`src/rtl/four_one_mux_scheduler.sv`:
```
// Round-robin scheduler sharing one 4:1 mux among requesters A..D.
// Drives a registered select/one-hot grant with bounded time slots and gates Y when idle.
module four_one_mux_scheduler #(
    parameter int SLOT_CYCLES = 4
) (
    input  logic       clk,
    input  logic       reset,
    input  logic [3:0] req,
    input  logic       A,
    input  logic       B,
    input  logic       C,
    input  logic       D,
    output logic [1:0] S,
    output logic [3:0] grant,
    output logic       busy,
    output logic       Y,
    output logic       o_state
);

    localparam logic ST_IDLE  = 1'b0;
    localparam logic ST_GRANT = 1'b1;

    logic       r_state;
    logic [1:0] r_last;
    logic [1:0] r_s;
    logic [3:0] r_grant;
    logic       r_busy;
    logic [7:0] r_cnt;

    logic [1:0] w_ptr;
    logic [1:0] w_idx;
    logic [1:0] w_win;
    logic       w_found;
    logic       w_slot_end;
    logic       w_y;

    // The owner's own index is the rotation pointer while a grant is held.
    assign w_ptr = (r_state == ST_GRANT) ? r_s : r_last;

    // Search last+1 .. last+4 so the previous winner is considered last.
    always_comb begin
        w_found = 1'b0;
        w_win   = w_ptr;
        w_idx   = w_ptr;
        for (int k = 1; k <= 4; k++) begin
            w_idx = w_ptr + 2'(k);
            if (!w_found && req[w_idx]) begin
                w_found = 1'b1;
                w_win   = w_idx;
            end
        end
    end

    assign w_slot_end = !req[r_s] || (r_cnt == 8'd0);

    always_ff @(posedge clk) begin
        if (reset) begin
            r_state <= ST_IDLE;
            r_last  <= 2'd3;
            r_s     <= 2'd0;
            r_grant <= 4'b0000;
            r_busy  <= 1'b0;
            r_cnt   <= 8'd0;
        end else begin
            case (r_state)
                ST_IDLE: begin
                    if (w_found) begin
                        r_state <= ST_GRANT;
                        r_last  <= w_win;
                        r_s     <= w_win;
                        r_grant <= 4'b0001 << w_win;
                        r_busy  <= 1'b1;
                        r_cnt   <= 8'(SLOT_CYCLES - 1);
                    end
                end
                ST_GRANT: begin
                    if (w_slot_end) begin
                        if (w_found) begin
                            r_last  <= w_win;
                            r_s     <= w_win;
                            r_grant <= 4'b0001 << w_win;
                            r_cnt   <= 8'(SLOT_CYCLES - 1);
                        end else begin
                            // S is left at the previous owner on release.
                            r_state <= ST_IDLE;
                            r_grant <= 4'b0000;
                            r_busy  <= 1'b0;
                        end
                    end else begin
                        r_cnt <= r_cnt - 8'd1;
                    end
                end
                default: r_state <= ST_IDLE;
            endcase
        end
    end

    always_comb begin
        w_y = 1'b0;
        if (r_busy) begin
            case (r_s)
                2'd0:    w_y = A;
                2'd1:    w_y = B;
                2'd2:    w_y = C;
                default: w_y = D;
            endcase
        end
    end

    assign S       = r_s;
    assign grant   = r_grant;
    assign busy    = r_busy;
    assign Y       = w_y;
    assign o_state = r_state;

endmodule
```
`config.mk`:
```
export PLATFORM = sky130hd
export DESIGN_NAME = four_one_mux_scheduler
export DESIGN_NICKNAME = d
export VERILOG_FILES = /design/src/rtl/four_one_mux_scheduler.sv
export SDC_FILE = /design/constraint.sdc
export NUM_CORES = 1
export LEC_CHECK = 0
export BUFFER_PORTS_ARGS = -buffer_cell sky130_fd_sc_hd__buf_2
export CORE_ASPECT_RATIO = 0.8
export CORE_MARGIN = 8
export CORE_UTILIZATION = 55
export CTS_CLUSTER_SIZE = 16
export DETAILED_ROUTE_END_ITERATION = 8
export PLACE_DENSITY = 0.79
export SLEW_MARGIN = 20
export SYNTH_ARGS = -nofsm -noshare
export SYNTH_HDL_FRONTEND = slang
export SYNTH_SLANG_ARGS = --single-unit
```
`constraint.sdc`:
```
create_clock -name clk -period 2.6 [get_ports clk]
set_input_delay 0.13 -clock clk [delete_from_list [all_inputs] [get_ports clk]]
set_output_delay 0.13 -clock clk [all_outputs]
set_load 0.02 [all_outputs]
```
* Yosys cells after proc, flatten, opt, wreduce, memory -nomap -nowiden
Index checks and enable logic that the tools add are counted. W data, S select, Z words.
Operators by class: multiplexer cells 41, bitwise logic cells 1, magnitude comparators 5, shift-type cells 1, reduce and logical (&&, ||, !) cells 12, add/subtract/negate cells 4, equal/unequal tests 5
Operators by type and width (count):
- $mux W2 | 9
- $mux W8 | 2
- $pmux W8 S2 | 1
- $lt A2 B3 Y1 const B | 5
- $mux W1 | 15
- $mux W4 | 3
- $bmux W1 S2 | 5
- $logic_not A8 Y1 | 1
- $pmux W2 S2 | 2
- $pmux W4 S2 | 1
- $sub A8 B1 Y8 const B | 1
- $add A2 B2 Y2 const B | 2
- $logic_not A1 Y1 | 4
- $ne A2 B2 Y1 const B | 2
- $pmux W1 S2 | 2
- $shl A1 B2 Y4 const A | 1
- $logic_and A1 B1 Y1 | 3
- $pmux W1 S3 | 1
- $reduce_and A3 Y1 | 1
- $add A2 B1 Y2 const B | 1
- $eq A2 B1 Y1 const B | 1
- $eq A2 B2 Y1 const B | 1
- $logic_not A2 Y1 | 1
- $ne A2 B1 Y1 const B | 1
- 3 further kinds | 3
Word-level totals: flip-flop bits (word level) 18, output and inout bits 9, logic and storage cells 75, input port bits 10

* Depth between registers and ports, before layout
depth in word-level cells 18, depth in mapped cells 7, depth with buffers taken out 7

* Worst setup path after synthesis
Ideal clock, no wire load.
kind register to register, start register r_state, in the netlist o_state, end register r_grant[1], in the netlist grant[1], cell stages (with the launch flop) 7, library setup time 117 ps, path buffers 1, data required time 2483 ps, setup slack 783 ps, period minus slack after synthesis 1817 ps, arrival time 1700 ps, cells stage by stage dfxtp_1 > buf_6 > mux2_4 > o21ai_2 > a21oi_1 > or3_4 > a22o_1
On the way: longest elaborated chain between the ends 18, elaborated cells between the ends (all ways) 35, those cells by class add/sub: 3; eq/ne: 2; shift: 1; mux: 21; bitwise: 1; reduce/logical: 7
Ends and longest elaborated chain:
- start, declared | RTL line 23 | logic r_state;
- start signal, assigned | RTL line 58 | r_state <= ST_IDLE;
- start signal, assigned | RTL line 68 | r_state <= ST_GRANT;
- start signal, assigned | RTL line 85 | r_state <= ST_IDLE;
- $mux W2 | RTL line 38 | assign w_ptr = (r_state == ST_GRANT) ? r_s : r_last;
- $add A2 B1 Y2 | RTL line 46 | w_idx = w_ptr + 2'(k);
- $bmux W1 S2 | RTL line 47 | if (!w_found && req[w_idx]) begin
- $mux W1 (not written as such) | RTL line 47
- $mux W1 | RTL line 47
- $logic_not A1 Y1 | RTL line 47
- $logic_and A1 B1 Y1 | RTL line 47
- $mux W1 | RTL line 47
- (+2 left out)
- $mux W1 | RTL line 47
- $logic_not A1 Y1 | RTL line 47
- $logic_and A1 B1 Y1 | RTL line 47
- $mux W2 | RTL line 47
- $shl A1 B2 Y4 | RTL line 71, 81
- $mux W4 | RTL line 78 | if (w_found) begin
- $mux W4 | RTL line 77 | if (w_slot_end) begin
- $pmux W4 S2 | RTL line 65 | case (r_state)
- end signal, assigned | RTL line 71 | r_grant <= 4'b0001 << w_win;
- end signal, assigned | RTL line 81 | r_grant <= 4'b0001 << w_win;
- end, declared | RTL line 26 | logic [3:0] r_grant;
Parallel ways exist; a longest one is shown, timed or not. The select of a mux whose other input is x is not followed. A chain may end at the register's enable or synchronous reset.

* Final worst setup path
Ends and elaborated chain as after synthesis.

==> summary.txt <==
Outcome
  – Status: finished, final reports clean

Final layout
  – Final Cell Area: 0.00115 mm²
  – # diodes: 0
  – Final Core Density: 63.9%
  – NumNets Final: 139
  – Layout Cells excl Fill: 150
  – Syn-to-layout area delta: 13.5%
  – Layout cells sized above 1: 31.7%
  – # fillers: 148

Synthesis
  – Synth warnings: 0
  – Area of the mapped netlist: 0.00102 mm²
  – Syn_area_per_cell: 9.50 µm²
  – Syn Nets: 119
  – Yosys reg bits: 18
  – Mapped Cells: 107
  – Async set or reset register ratio after synthesis: 0%
  – Seq/Total Area, Yosys: 35.5%
  – Post-synth EDFFs: 0
  – Synth cell types: 45
  – Top FF cell, synth: dfxtp_1

Timing
  – Least-Margin Pin Slew: 530 ps
  – Final period utilization: 80.2%
  – Clock skew: 5.06 ps
  – Final hold viol count: 0
  – Fin crit period: 2090 ps
  – Fmax: 480 MHz
  – Final setup viols: 0
  – Setup TNS: 0 ps
  – Final hold slack: 170 ps
  – Final WS setup: 515 ps
  – Rel. slew slack: 64.4%
  – RSZ-0062 raised after global routing: no
  – Max Transition Viols Final: 0

Route
  – DRT iter0 DRCs: 33
  – Routed len/inst: 16.2 µm
  – DR DRC count: 0
  – DRT Pass-1 Iters: 4
  – DRT Wirelength: 2.42 mm
  – Via/cell ratio: 6.01
  – Via Count: 902
  – Post-route ant nets: 0

Power
  – Pwr/cell area: 693 mW/mm²
  – Static leakage power: 0.485 nW
  – Worst VDD drop: 420 µV
  – Total power: 800 µW

Floorplanning
  – # IOs: 19
  – Row cnt: 14
  – Die Y: 54.4 µm
  – Die X: 64.1 µm
  – Die area: 0.00349 mm²
  – Core area: 0.00180 mm²
  – Initial Utilization: 56.3%

GRT
  – Vias in the first global route: 879
  – Initial antenna violation count: 0
  – Remaining Overflow, GRT: 0
  – Largest net degree at the start of global routing: 16
  – GR Util All Layers: 14.9%
  – First-pass GRT wire length: 4.11 mm

CTS
  – CTS sink count: 18
  – Num CTS Buffers: 3
  – CTS tree: built
  – Clk buf depth: 2
  – Worst-Skew Late Latency: 300 ps
  – Max H-tree Level: 1
  – Clock slew at reported path FFs: 110 ps
  – Postcts setup bufs: 0
  – Cts hold-fix bufs: 0
  – Resized Gates After CTS: 0
  – Root Buffer Master: clkbuf_4

Hold path
  – Hold depth: 2
  – Min-delay worst type: input port to flip-flop

Placed design
  – Post-Place Setup Slack: 536 ps
  – Detail Placement HPWL: 1.85 mm
  – Gp weighted congestion: 0.807
  – Port Buf Inserts: 18
  – DP Cell Count: 146
  – Placed cell area: 0.00112 mm²

Critical path
  – Cell depth of the worst flop-to-flop path: 5
  – Worst endpoint required time: 2850 ps
  – Worst r2r dst: grant[1]$_SDFFE_PP0P_
  – Crit end category: flip-flop
  – Crit. Startpoint: o_state$_SDFF_PP0_
  – Worst setup SP type: flip-flop
  – Worst Path Max Fanout: 9
  – Critical Path AT: 2330 ps
  – Worst R2R Start: o_state$_SDFF_PP0_
  – Setup crit end: grant[1]$_SDFFE_PP0P_
  – CP Class: flip-flop to flip-flop
  – R2r setup slk: 510 ps

Flow run
  – Max Cap Viol: 0
-- kinds of logic after synthesis --
kind of cell | synth area share [%]
AND/OR/NAND/NOR | 23.9
flip-flops | 35.5
adder cells (fa/ha/maj) | 2.46
multiplexers | 9.48
AO/OA/AOI/OAI | 25.0
buffers and inverters | 3.69
-- synthesized netlist by cell type (2+ instances only) --
| master | instances | area [µm²] |
|---|---|---|
| nor2_1 | 12 | 45.0 |
| a211oi_1 | 2 | 15.0 |
| mux4_2 | 2 | 45.0 |
| dfxtp_1 | 18 | 360 |
| or4_1 | 3 | 22.5 |
| o21ai_1 | 2 | 10.0 |
| ha_1 | 2 | 25.0 |
| a22o_1 | 2 | 17.5 |
| a21oi_1 | 8 | 40.0 |
| clkbuf_1 | 2 | 7.51 |
| nand2_1 | 6 | 22.5 |
| nand2b_1 | 2 | 12.5 |
| nor3_1 | 5 | 25.0 |
| a31oi_1 | 2 | 12.5 |
| inv_1 | 5 | 18.8 |
| mux2_4 | 2 | 30.0 |
| o31ai_1 | 2 | 15.0 |
| or3_1 | 3 | 18.8 |
-- area by class of cell --
cell class	count	area, µm²	share of cell area [%]
Multi-Input combinational cell	81	618	53.6
Sequential cell	18	360	31.2
Timing Repair Buffer	18	90.1	7.81
Clock buffer	4	36.3	3.15
Tap cell	24	30.0	2.60
Inverter	5	18.8	1.63
-- report_power, final --
part,internal (mW),switching [mW]
combinational,0.118,0.158
clock,0.0853,0.0944
sequential,0.311,0.0345
total,0.513,0.286
-- worst max-delay path, stage by stage (launching register included) --
cell,delay (ps)
dfxtp_1,640
mux2i_1,420
mux2_2,390
o211ai_2,230
nor2b_2,210
a22o_1,140
-- sequential cells by signal (all words and copies together) (netlist names) --
register and flops:
grant 4, S 2, r_cnt 8, r_last 2, o_state 1, busy 1
-- per-layer routing --
layer	vias to the layer above	track usage, %	wire length [µm]
li1	444	-	-
met1	425	18.0	1120
met2	29	25.5	1130
met3	4	4.29	148
met4	0	5.17	24
met5	-	0	0
-- cell usage in the layout (no fill, tap or decap), types with 2 or more instances in the layout --
master	synthesis	layout
buf_2	0	18
dfxtp_1	18	18
or4_1	3	3
a22o_1	2	2
a21oi_1	8	8
or3_1	3	3
o31ai_1	2	2
mux4_2	2	2
nor2_1	12	12
inv_1	5	5
nand2_1	6	6
ha_1	2	2
a211oi_1	2	2
nand2b_1	2	2
a31oi_1	2	2
o21ai_1	2	2
mux2_4	2	2
clkbuf_4	0	3
nor3_1	5	5
-- how the worst min path moves through the flow --
stage / start / end / slack (ps)
floorplan: reset / r_last[1]$_SDFFE_PP1P_ / 230
global placement: grant[0]$_SDFFE_PP0P_ / grant[0]$_SDFFE_PP0P_ / 430
detailed placement: grant[0]$_SDFFE_PP0P_ / grant[0]$_SDFFE_PP0P_ / 440
CTS: reset / r_cnt[5]$_SDFF_PP0_ / 170
global route: reset / r_cnt[5]$_SDFF_PP0_ / 190
finish: reset / r_cnt[3]$_SDFF_PP0_ / 170
Note: power is estimated with default switching activity, not from simulation.
